==> src/rtl/pipeline_pkg.sv <==
// Shared encodings for the 5-stage pipeline: opcodes, ALU ops, field positions
// and the architectural registers with special roles.
package pipeline_pkg;

    localparam int INSN_W = 32;
    localparam int REG_W  = 5;

    localparam int OP_HI  = 31;
    localparam int OP_LO  = 27;
    localparam int RD_HI  = 26;
    localparam int RD_LO  = 22;
    localparam int RS_HI  = 21;
    localparam int RS_LO  = 17;
    localparam int RT_HI  = 16;
    localparam int RT_LO  = 12;
    localparam int ALU_HI = 6;
    localparam int ALU_LO = 2;

    typedef enum logic [4:0] {
        OP_R    = 5'b00000,
        OP_J    = 5'b00001,
        OP_BNE  = 5'b00010,
        OP_JAL  = 5'b00011,
        OP_JR   = 5'b00100,
        OP_ADDI = 5'b00101,
        OP_BLT  = 5'b00110,
        OP_SW   = 5'b00111,
        OP_LW   = 5'b01000,
        OP_SETX = 5'b10101,
        OP_BEX  = 5'b10110
    } opcode_e;

    localparam logic [4:0] ALU_MUL = 5'b00110;
    localparam logic [4:0] ALU_DIV = 5'b00111;

    localparam logic [REG_W-1:0] RSTATUS = 5'd30;
    localparam logic [REG_W-1:0] RA      = 5'd31;

    function automatic logic is_multdiv(input logic [INSN_W-1:0] insn);
        return (insn[OP_HI:OP_LO] == OP_R) &&
               ((insn[ALU_HI:ALU_LO] == ALU_MUL) || (insn[ALU_HI:ALU_LO] == ALU_DIV));
    endfunction

endpackage

==> src/rtl/insn_reg_decode.sv <==
// Register-usage decode of one tracked instruction: which registers it reads
// on operands A/B and which one it writes. Register $0 is never reported valid.
module insn_reg_decode
    import pipeline_pkg::*;
(
    input  logic [INSN_W-1:0] insn_i,
    input  logic              exc_i,
    output logic [REG_W-1:0]  src_a_o,
    output logic [REG_W-1:0]  src_b_o,
    output logic [REG_W-1:0]  dest_o,
    output logic              src_a_vld_o,
    output logic              src_b_vld_o,
    output logic              dest_vld_o
);

    logic [4:0]       op;
    logic [REG_W-1:0] rd;
    logic [REG_W-1:0] rs;
    logic [REG_W-1:0] rt;
    logic             unused_bits;

    assign op          = insn_i[OP_HI:OP_LO];
    assign rd          = insn_i[RD_HI:RD_LO];
    assign rs          = insn_i[RS_HI:RS_LO];
    assign rt          = insn_i[RT_HI:RT_LO];
    assign unused_bits = ^insn_i[RT_LO-1:0];

    always_comb begin
        src_a_o = '0;
        src_b_o = '0;
        dest_o  = '0;
        case (op)
            OP_R: begin
                src_a_o = rs;
                src_b_o = rt;
                dest_o  = rd;
            end
            OP_ADDI, OP_LW: begin
                src_a_o = rs;
                dest_o  = rd;
            end
            OP_SW, OP_BNE, OP_BLT: begin
                src_a_o = rs;
                src_b_o = rd;
            end
            OP_JR:   src_b_o = rd;
            OP_BEX:  src_a_o = RSTATUS;
            OP_JAL:  dest_o  = RA;
            OP_SETX: dest_o  = RSTATUS;
            default: ;
        endcase
        // An excepting instruction writes rstatus in place of its own rd.
        if (exc_i) begin
            dest_o = RSTATUS;
        end
    end

    assign src_a_vld_o = (src_a_o != '0);
    assign src_b_vld_o = (src_b_o != '0);
    assign dest_vld_o  = (dest_o  != '0);

endmodule

==> src/rtl/pipeline_hazard_ctrl.sv <==
// Hazard/bypass controller beside execute: tracks D/X, X/M, M/W and produces
// bypass selects plus stall/bubble/flush for load-use, branches and mul/div.
module pipeline_hazard_ctrl
    import pipeline_pkg::*;
#(
    parameter int MULTDIV_CYCLES = 33
)
(
    input  logic              clock,
    input  logic              reset_n,
    input  logic [INSN_W-1:0] fd_insn,
    input  logic              j_took_branch,
    input  logic              write_exception,
    output logic [INSN_W-1:0] dx_insn_out,
    output logic              mx_bypass_A,
    output logic              mx_bypass_B,
    output logic              wx_bypass_A,
    output logic              wx_bypass_B,
    output logic              wm_bypass,
    output logic              stall_fd,
    output logic              bubble_dx,
    output logic              flush_fd,
    output logic              stall_dx
);

    localparam logic [5:0] MD_LOAD = 6'(MULTDIV_CYCLES - 1);

    logic [INSN_W-1:0] dx_insn_q, dx_insn_d;
    logic [INSN_W-1:0] xm_insn_q, xm_insn_d;
    logic [INSN_W-1:0] mw_insn_q, mw_insn_d;
    logic              xm_exc_q, xm_exc_d;
    logic              mw_exc_q, mw_exc_d;
    logic [5:0]        md_cnt_q, md_cnt_d;

    logic [REG_W-1:0] fd_src_a, fd_src_b, fd_dest;
    logic             fd_src_a_vld, fd_src_b_vld, fd_dest_vld;
    logic [REG_W-1:0] dx_src_a, dx_src_b, dx_dest;
    logic             dx_src_a_vld, dx_src_b_vld, dx_dest_vld;
    logic [REG_W-1:0] xm_src_a, xm_src_b, xm_dest;
    logic             xm_src_a_vld, xm_src_b_vld, xm_dest_vld;
    logic [REG_W-1:0] mw_src_a, mw_src_b, mw_dest;
    logic             mw_src_a_vld, mw_src_b_vld, mw_dest_vld;
    logic             unused_dec;

    insn_reg_decode u_dec_fd (
        .insn_i(fd_insn), .exc_i(1'b0),
        .src_a_o(fd_src_a), .src_b_o(fd_src_b), .dest_o(fd_dest),
        .src_a_vld_o(fd_src_a_vld), .src_b_vld_o(fd_src_b_vld), .dest_vld_o(fd_dest_vld)
    );

    insn_reg_decode u_dec_dx (
        .insn_i(dx_insn_q), .exc_i(1'b0),
        .src_a_o(dx_src_a), .src_b_o(dx_src_b), .dest_o(dx_dest),
        .src_a_vld_o(dx_src_a_vld), .src_b_vld_o(dx_src_b_vld), .dest_vld_o(dx_dest_vld)
    );

    insn_reg_decode u_dec_xm (
        .insn_i(xm_insn_q), .exc_i(xm_exc_q),
        .src_a_o(xm_src_a), .src_b_o(xm_src_b), .dest_o(xm_dest),
        .src_a_vld_o(xm_src_a_vld), .src_b_vld_o(xm_src_b_vld), .dest_vld_o(xm_dest_vld)
    );

    insn_reg_decode u_dec_mw (
        .insn_i(mw_insn_q), .exc_i(mw_exc_q),
        .src_a_o(mw_src_a), .src_b_o(mw_src_b), .dest_o(mw_dest),
        .src_a_vld_o(mw_src_a_vld), .src_b_vld_o(mw_src_b_vld), .dest_vld_o(mw_dest_vld)
    );

    assign unused_dec = ^{fd_dest, fd_dest_vld, xm_src_a, xm_src_b, xm_src_a_vld,
                          xm_src_b_vld, mw_src_a, mw_src_b, mw_src_a_vld, mw_src_b_vld};

    logic load_use;
    logic flush;

    assign stall_dx = (md_cnt_q != '0);

    assign load_use = (dx_insn_q[OP_HI:OP_LO] == OP_LW) && dx_dest_vld &&
                      ((fd_src_a_vld && (fd_src_a == dx_dest)) ||
                       (fd_src_b_vld && (fd_src_b == dx_dest)));

    // Gated by reset_n so the flush path also reads 0 while reset is held.
    assign flush     = reset_n && j_took_branch && !stall_dx;
    assign flush_fd  = flush;
    assign stall_fd  = stall_dx || (load_use && !flush);
    assign bubble_dx = !stall_dx && (flush || load_use);

    assign mx_bypass_A = dx_src_a_vld && xm_dest_vld && (dx_src_a == xm_dest);
    assign mx_bypass_B = dx_src_b_vld && xm_dest_vld && (dx_src_b == xm_dest);
    assign wx_bypass_A = dx_src_a_vld && mw_dest_vld && (dx_src_a == mw_dest) && !mx_bypass_A;
    assign wx_bypass_B = dx_src_b_vld && mw_dest_vld && (dx_src_b == mw_dest) && !mx_bypass_B;
    assign wm_bypass   = (xm_insn_q[OP_HI:OP_LO] == OP_SW) && mw_dest_vld &&
                         (xm_insn_q[RD_HI:RD_LO] == mw_dest);

    assign dx_insn_out = dx_insn_q;

    always_comb begin
        mw_insn_d = xm_insn_q;
        mw_exc_d  = xm_exc_q;
        xm_insn_d = stall_dx ? '0   : dx_insn_q;
        xm_exc_d  = stall_dx ? 1'b0 : write_exception;
        dx_insn_d = fd_insn;
        md_cnt_d  = '0;
        if (stall_dx) begin
            dx_insn_d = dx_insn_q;
            md_cnt_d  = md_cnt_q - 6'd1;
        end else if (bubble_dx) begin
            dx_insn_d = '0;
        end else if (is_multdiv(fd_insn)) begin
            md_cnt_d  = MD_LOAD;
        end
    end

    always_ff @(posedge clock or negedge reset_n) begin
        if (!reset_n) begin
            dx_insn_q <= '0;
            xm_insn_q <= '0;
            mw_insn_q <= '0;
            xm_exc_q  <= 1'b0;
            mw_exc_q  <= 1'b0;
            md_cnt_q  <= '0;
        end else begin
            dx_insn_q <= dx_insn_d;
            xm_insn_q <= xm_insn_d;
            mw_insn_q <= mw_insn_d;
            xm_exc_q  <= xm_exc_d;
            mw_exc_q  <= mw_exc_d;
            md_cnt_q  <= md_cnt_d;
        end
    end

endmodule

==> config.mk <==
export PLATFORM = sky130hd
export DESIGN_NAME = pipeline_hazard_ctrl
export DESIGN_NICKNAME = d
export VERILOG_FILES = /design/src/rtl/pipeline_pkg.sv /design/src/rtl/insn_reg_decode.sv /design/src/rtl/pipeline_hazard_ctrl.sv
export SDC_FILE = /design/constraint.sdc
export NUM_CORES = 1
export LEC_CHECK = 0
export CAP_MARGIN = 0
export CORE_MARGIN = 1.5
export CORE_UTILIZATION = 58
export CTS_BUF_LIST = sky130_fd_sc_hd__clkbuf_8
export CTS_CLUSTER_DIAMETER = 40
export DETAILED_ROUTE_END_ITERATION = 7
export PLACE_DENSITY = 0.83
export SKIP_CTS_REPAIR_TIMING = 1
export SYNTH_ARGS = -nofsm -noshare
export SYNTH_HDL_FRONTEND = slang
export SYNTH_HIERARCHICAL = 1
export SYNTH_SLANG_ARGS = --single-unit
==> constraint.sdc <==
create_clock -name clock -period 3.4 [get_ports clock]
set_input_delay 0.68 -clock clock [delete_from_list [all_inputs] [get_ports clock]]
set_output_delay 0.68 -clock clock [all_outputs]
set_load 0.01 [all_outputs]
==> results.ini, run 1 <==
[run_status]
status=finished, final reports clean

[logic_synthesis]
syn_area_per_cell_um2=9.21
syn_inst=437
yosysWarnings=6
synth_area_um2=4020

[worst_setup_path]
critical_path_required_ns=2.72
crit_fanout=10
crit_slowest_cell=clkdlybuf4s50_1
crit_path_max_incr_delay_ns=0.48
critical_path.most_common_cell=a21oi_1
arrival_ns=2.71
path_cells=clkdlybuf4s50_1, buf_6, nor3_2, buf_4, a21oi_1, o21ai_1, xnor2_1, nand4_1, o22a_1, a21oi_1, clkbuf_2
start_kind=input port
crit_type=input port to output port
end_kind=output port

[die]
die_y_um=86.3
row_count=30
initial_core_util_pct=59.5
die-area_um2=7440
ios=77
coreArea_um2=6760
die_w_um=86.3

[grt]
grt_pass1_wl_um=17200
grt_pass1_vias=3523
overflow=0
antenna_found_initial=1
grt_max_degree=61
grt_usage_pct=29.6

[drt]
drt-total-wl_um=10700
dr_total_vias=3660
antenna_left=0
first_pass_iters=5
drt_iter0_drc=223
drcViolationCount=0
via_per_inst=5.88
wl_per_cell_um=17.3

[power_and_ir_drop]
vdd.ir_drop.worst_mv=0.421
p_leak_uw=0.00244
p_per_area_nw_per_um2=743
power_uw=3930

[clock_network]
clock_sinks=60
cts_buffers=9
insertion_delay_ns=0.35
cts_root_buf=clkbuf_8
cts_htree_levels=3
clk_transition_reported_paths_ns=0.08
cts_tree=yes
clockBufferDepth=2

[min_path]
hold_class=flip-flop to flip-flop

[sta]
worst_pin_slew_ns=0.772
rsz0062_at_grt=true
min_period_over_period_pct=99.7
setup_slack_ns=0.0114
layout_min_cycle_time_ns=3.39
hold_violations=0
finalSetupViolations=0
relSlewSlack_pct=48.5
whs_ns=0.427
slew_violations=0
fmax_mhz=295
clock_skew_ns=0.0123

[place]
dpl_worst_slack_ns=-0.500
dp_hpwl_um=7740
io_buffers=76
place_congestion=0.922

[cells_and_area]
synthToLayoutAreaGrowth_pct=31.4
drive_gt1_share_pct=20.3
layout_common_cells=clkdlybuf4s50_1 (65), dfrtp_1 (55), nand2_1 (48)
final_common_cell=clkdlybuf4s50_1
fin_nets=574
postLayoutCoreUtil_pct=78.2
nFillCells=478

[flow_run]
drv_cap=0

## path summary, 6_finish.rpt
kind,start,slack (ns),endpoint,cells past startpoint
max,fd_insn[31],0.01,bubble_dx,11
min,mw_exc_d$_DFF_PN0_,0.43,mw_exc_q$_DFF_PN0_,0
max reg2reg,dx_insn_out[29]$_DFFE_PN0N_,0.82,dx_insn_out[19]$_DFFE_PN0N_,10
min reg2reg,mw_exc_d$_DFF_PN0_,0.43,mw_exc_q$_DFF_PN0_,0
max in group asynchronous,reset_n,2.26,dx_insn_out[29]$_DFFE_PN0N_,2
min in group asynchronous,reset_n,0.59,dx_insn_out[20]$_DFFE_PN0N_,2
## layout make-up
class | count | area [µm²] | share of cell area (%)
clock buffers | 9 | 124 | 2.34
clock inverters | 7 | 98.8 | 1.87
well taps | 80 | 100 | 1.89
repair buffers | 118 | 1100 | 20.8
flip-flops and latches | 60 | 1510 | 28.5
inverters | 6 | 22.5 | 0.426
multi-input cells | 341 | 2330 | 44.1
diodes | 1 | 2.50 | 0.0473
## per-stage QoR
| stage | instances | TNS (ns) | instance area [µm²] |
|---|---|---|---|
| 2_1_floorplan | 438 | 0 | 4030 |
| 3_3_place_gp | 604 | -0.792 | 4980 |
| 3_5_place_dp | 604 | -0.972 | 4980 |
| 4_1_cts | 620 | -1.69 | 5200 |
| 5_1_grt | 621 | -0.153 | 5280 |
| 6_report | 622 | 0 | 5290 |
## report_power, final
part           leakage (µW)  internal [µW]  total [µW]  switching [µW]
clock network      0.000110            416         727             311
registers          0.000773            946        1200             256
logic               0.00155           1010        2000             988
total               0.00244           2370        3930            1560
## critical path, delay by kind of cell
| kind | cells | cell delay, ns |
|---|---|---|
| and+or+nand+nor | 2 | 0.21 |
| buffers and inverters | 4 | 0.94 |
| xor gates and xnor gates | 1 | 0.21 |
| AOI/OAI and AO/OA | 4 | 0.67 |
## state kept, by name, indices dropped and copies added (netlist names)
signal,flops
mw_insn_q,10
dx_insn_out,32
mw_insn_d,10
md_cnt_q,6
mw_exc_q,1
mw_exc_d,1
## metal layers
layer	share of wire (%)	wire length [µm]	track usage (%)
met3	6.4	687	7.62
met2	50	5320	48.7
met5	0	0	0
met4	2.4	260	11.1
met1	42	4460	37.9
No activity file was read; power rests on OpenSTA's default activity.
==> run 2: changes to the inputs <==
--- a/config.mk
+++ b/config.mk
@@ -13,6 +13,7 @@
 export DETAILED_ROUTE_END_ITERATION = 7
 export PLACE_DENSITY = 0.83
 export SKIP_CTS_REPAIR_TIMING = 1
+export SLEW_MARGIN = 20
 export SYNTH_ARGS = -nofsm -noshare
 export SYNTH_HDL_FRONTEND = slang
 export SYNTH_HIERARCHICAL = 1
==> results of run 2 <==
Same layout as run 1: the final DEF is identical, and so are final timing and power.
==> run 3: changes to the inputs <==
--- a/config.mk
+++ b/config.mk
@@ -12,7 +12,6 @@
 export CTS_CLUSTER_DIAMETER = 40
 export DETAILED_ROUTE_END_ITERATION = 7
 export PLACE_DENSITY = 0.83
-export SKIP_CTS_REPAIR_TIMING = 1
 export SLEW_MARGIN = 20
 export SYNTH_ARGS = -nofsm -noshare
 export SYNTH_HDL_FRONTEND = slang
==> results.ini, run 3 (synthesis gave the netlist of run 1 again) <==
[sta]
finalSetupViolations=0  ; unchanged
fmax_mhz=301  ; was 295 MHz
setup-tns-final_ns=0  ; unchanged
rsz0062_at_grt=false  ; was true
worst_pin_slew_ns=0.780  ; was 0.772 ns
relSlewSlack_pct=48.0  ; was 48.5%
slew_violations=0  ; unchanged
min_period_over_period_pct=97.6  ; was 99.7%
layout_min_cycle_time_ns=3.32  ; was 3.39 ns
hold_violations=0  ; unchanged
whs_ns=0.431  ; was 0.427 ns
clock_skew_ns=0.0118  ; was 0.0123 ns

[clock_network]
insertion_delay_ns=0.35  ; about the same
clk_transition_reported_paths_ns=0.07  ; was 0.08 ns
clockBufferDepth=2  ; unchanged
cts_tree=yes  ; unchanged
cts_root_buf=clkbuf_8  ; unchanged
ctsHoldBuffers=0
clock_sinks=60  ; unchanged
cts_buffers=9  ; unchanged
cts_htree_levels=3  ; unchanged

[power_and_ir_drop]
pwr-share-clk_pct=18.5  ; about the same
vdd.ir_drop.worst_mv=0.421  ; about the same
power_switching_share_pct=39.5  ; was 39.6%
seq_power_share_pct=30.6  ; about the same
p_per_area_nw_per_um2=743  ; about the same
pwr-share-comb_pct=50.9  ; about the same
p_leak_uw=0.00239  ; was 0.00244 µW
power.net_switching_uw=1550  ; was 1560 µW
intPower_uw=2370  ; about the same

[grt]
overflow=0  ; unchanged
grt_usage_pct=30.0  ; was 29.6%
antenna_found_initial=1  ; unchanged
grt_pass1_vias=3506  ; was 3523
grt_max_degree=61  ; unchanged
grt_pass1_wl_um=17300  ; was 17200 µm

[die]
die_w_um=86.3  ; unchanged
die_y_um=86.3  ; unchanged
coreArea_um2=6760  ; unchanged
ios=77  ; unchanged
die-area_um2=7440  ; unchanged
initial_core_util_pct=59.5  ; unchanged
row_count=30  ; unchanged

[drt]
drt-total-wl_um=10900  ; was 10700 µm
antenna_left=0  ; unchanged
wl_per_cell_um=17.3  ; about the same
dr_total_vias=3694  ; was 3660
first_pass_iters=5  ; unchanged
drt_iter0_drc=241  ; was 223
via_per_inst=5.90  ; was 5.88
drcViolationCount=0  ; unchanged

[min_path]
hold_class=flip-flop to flip-flop  ; unchanged
holdPathStages=0  ; unchanged

[cells_and_area]
drive_gt1_share_pct=20.2  ; was 20.3%
layout_common_cells=clkdlybuf4s50_1 (63), dfrtp_1 (57), nand2_1 (48)  ; was clkdlybuf4s50_1 (65), dfrtp_1 (55), nand2_1 (48)
fin_nets=578  ; was 574
final_common_cell=clkdlybuf4s50_1  ; unchanged
largest_register_ff_count=32  ; unchanged
synthToLayoutAreaGrowth_pct=31.4  ; unchanged
fin_cells=626  ; was 622

[worst_setup_path]
critical_path_required_ns=2.72  ; about the same
rr_worst_depth=11  ; was 10
crit_slowest_cell=dlygate4sd2_1  ; was clkdlybuf4s50_1
start_kind=input port  ; unchanged
crit_type=input port to output port  ; unchanged
path_cells=dlygate4sd2_1, buf_4, nand2_1, a21oi_2, a21oi_1, o21ai_1, xnor2_1, nand4_1, o22ai_2, a21o_1, clkdlybuf4s15_2  ; was clkdlybuf4s50_1, buf_6, nor3_2, buf_4, a21oi_1, o21ai_1, xnor2_1, nand4_1, o22a_1, a21oi_1, clkbuf_2
arrival_ns=2.64  ; was 2.71 ns
end_kind=output port  ; unchanged
crit_fanout=8  ; was 10
crit_path_max_incr_delay_ns=0.37  ; was 0.48 ns

[place]
place_congestion=0.922  ; unchanged
io_buffers=76  ; unchanged
dp_hpwl_um=7740  ; unchanged
place_inst=604  ; unchanged

[run_status]
status=finished, final reports clean  ; unchanged

[flow_run]
drv_cap=0  ; unchanged

run 3: cell count changes in the layout (fill, tap and decap cells not counted), sizes merged:
| cell | delta |
|---|---|
| buf | +5 |
| dlymetal6s2s | -7 |
| clkdlybuf4s15 | +1 |
| clkdlybuf4s50 | -2 |
| clkbuf | -2 |
| dlygate4sd2 | +9 |
run 3: power by group through the flow:
stage               clock (µW)  sequential [µW]  combinational (µW)
floorplan                    0             1230                1130
global placement             0             1190                1860
detailed placement           0             1200                1940
CTS                        744             1190                1980
global route               769             1230                2150
finish                     726             1200                2000
run 3: cell type report:
type                            instances  area [µm²]
Clock buffer                            9         124
Timing Repair Buffer                  122        1110
Multi-Input combinational cell        341        2320
Tap cell                               80         100
Inverter                                6        22.5
Fill cell                             481        1470
Antenna cell                            1        2.50
Clock inverter                          7        98.8
Sequential cell                        60        1510
run 3: through the flow:
| stage | utilization (%) | cell area (µm²) | total power, µW | setup WS (ns) |
|---|---|---|---|---|
| 5_1_grt | 78.2 | 5280 | 4150 | 0.00567 |
| 3_3_place_gp | 73.7 | 4980 | 3050 | -0.419 |
| 6_report | 78.2 | 5290 | 3930 | 0.0819 |
| 3_5_place_dp | 73.7 | 4980 | 3140 | -0.500 |
| 4_1_cts | 77.7 | 5250 | 3920 | 0.00821 |
| 2_1_floorplan | - | 4030 | 2360 | 0.528 |
run 3: worst paths after layout:
path                       slack, ns                        start                           to
max                             0.08                  fd_insn[29]                     stall_fd
min                             0.43      mw_insn_d[22]$_DFF_PN0_      mw_insn_q[22]$_DFF_PN0_
max reg2reg                     0.75  dx_insn_out[31]$_DFFE_PN0N_  dx_insn_out[19]$_DFFE_PN0N_
min reg2reg                     0.43      mw_insn_d[22]$_DFF_PN0_      mw_insn_q[22]$_DFF_PN0_
max in group asynchronous       2.25                      reset_n  dx_insn_out[31]$_DFFE_PN0N_
min in group asynchronous       0.59                      reset_n  dx_insn_out[16]$_DFFE_PN0N_
run 3: worst max-delay path: cells and delay by family:
kind	cells	cell delay [ns]
AO/OA/AOI/OAI	5	0.79
buffers and inverters	3	0.77
AND/OR/NAND/NOR	2	0.26
XOR/XNOR	1	0.16
run 3: layer usage:
layer | part of all wire (%) | GRT usage [%] | vias up
li1 | - | - | 1742
met1 | 41 | 38.7 | 1763
met2 | 50 | 50.0 | 166
met3 | 7.2 | 7.43 | 23
met4 | 2.2 | 9.53 | 0
met5 | 0 | 0 | -
run 3: what timing repair did:
action,CTS,global route
gates resized for setup,27,11
setup buffers,4,0
endpoints found under the setup margin,7,2
cloned,0,1
pin swaps,7,6
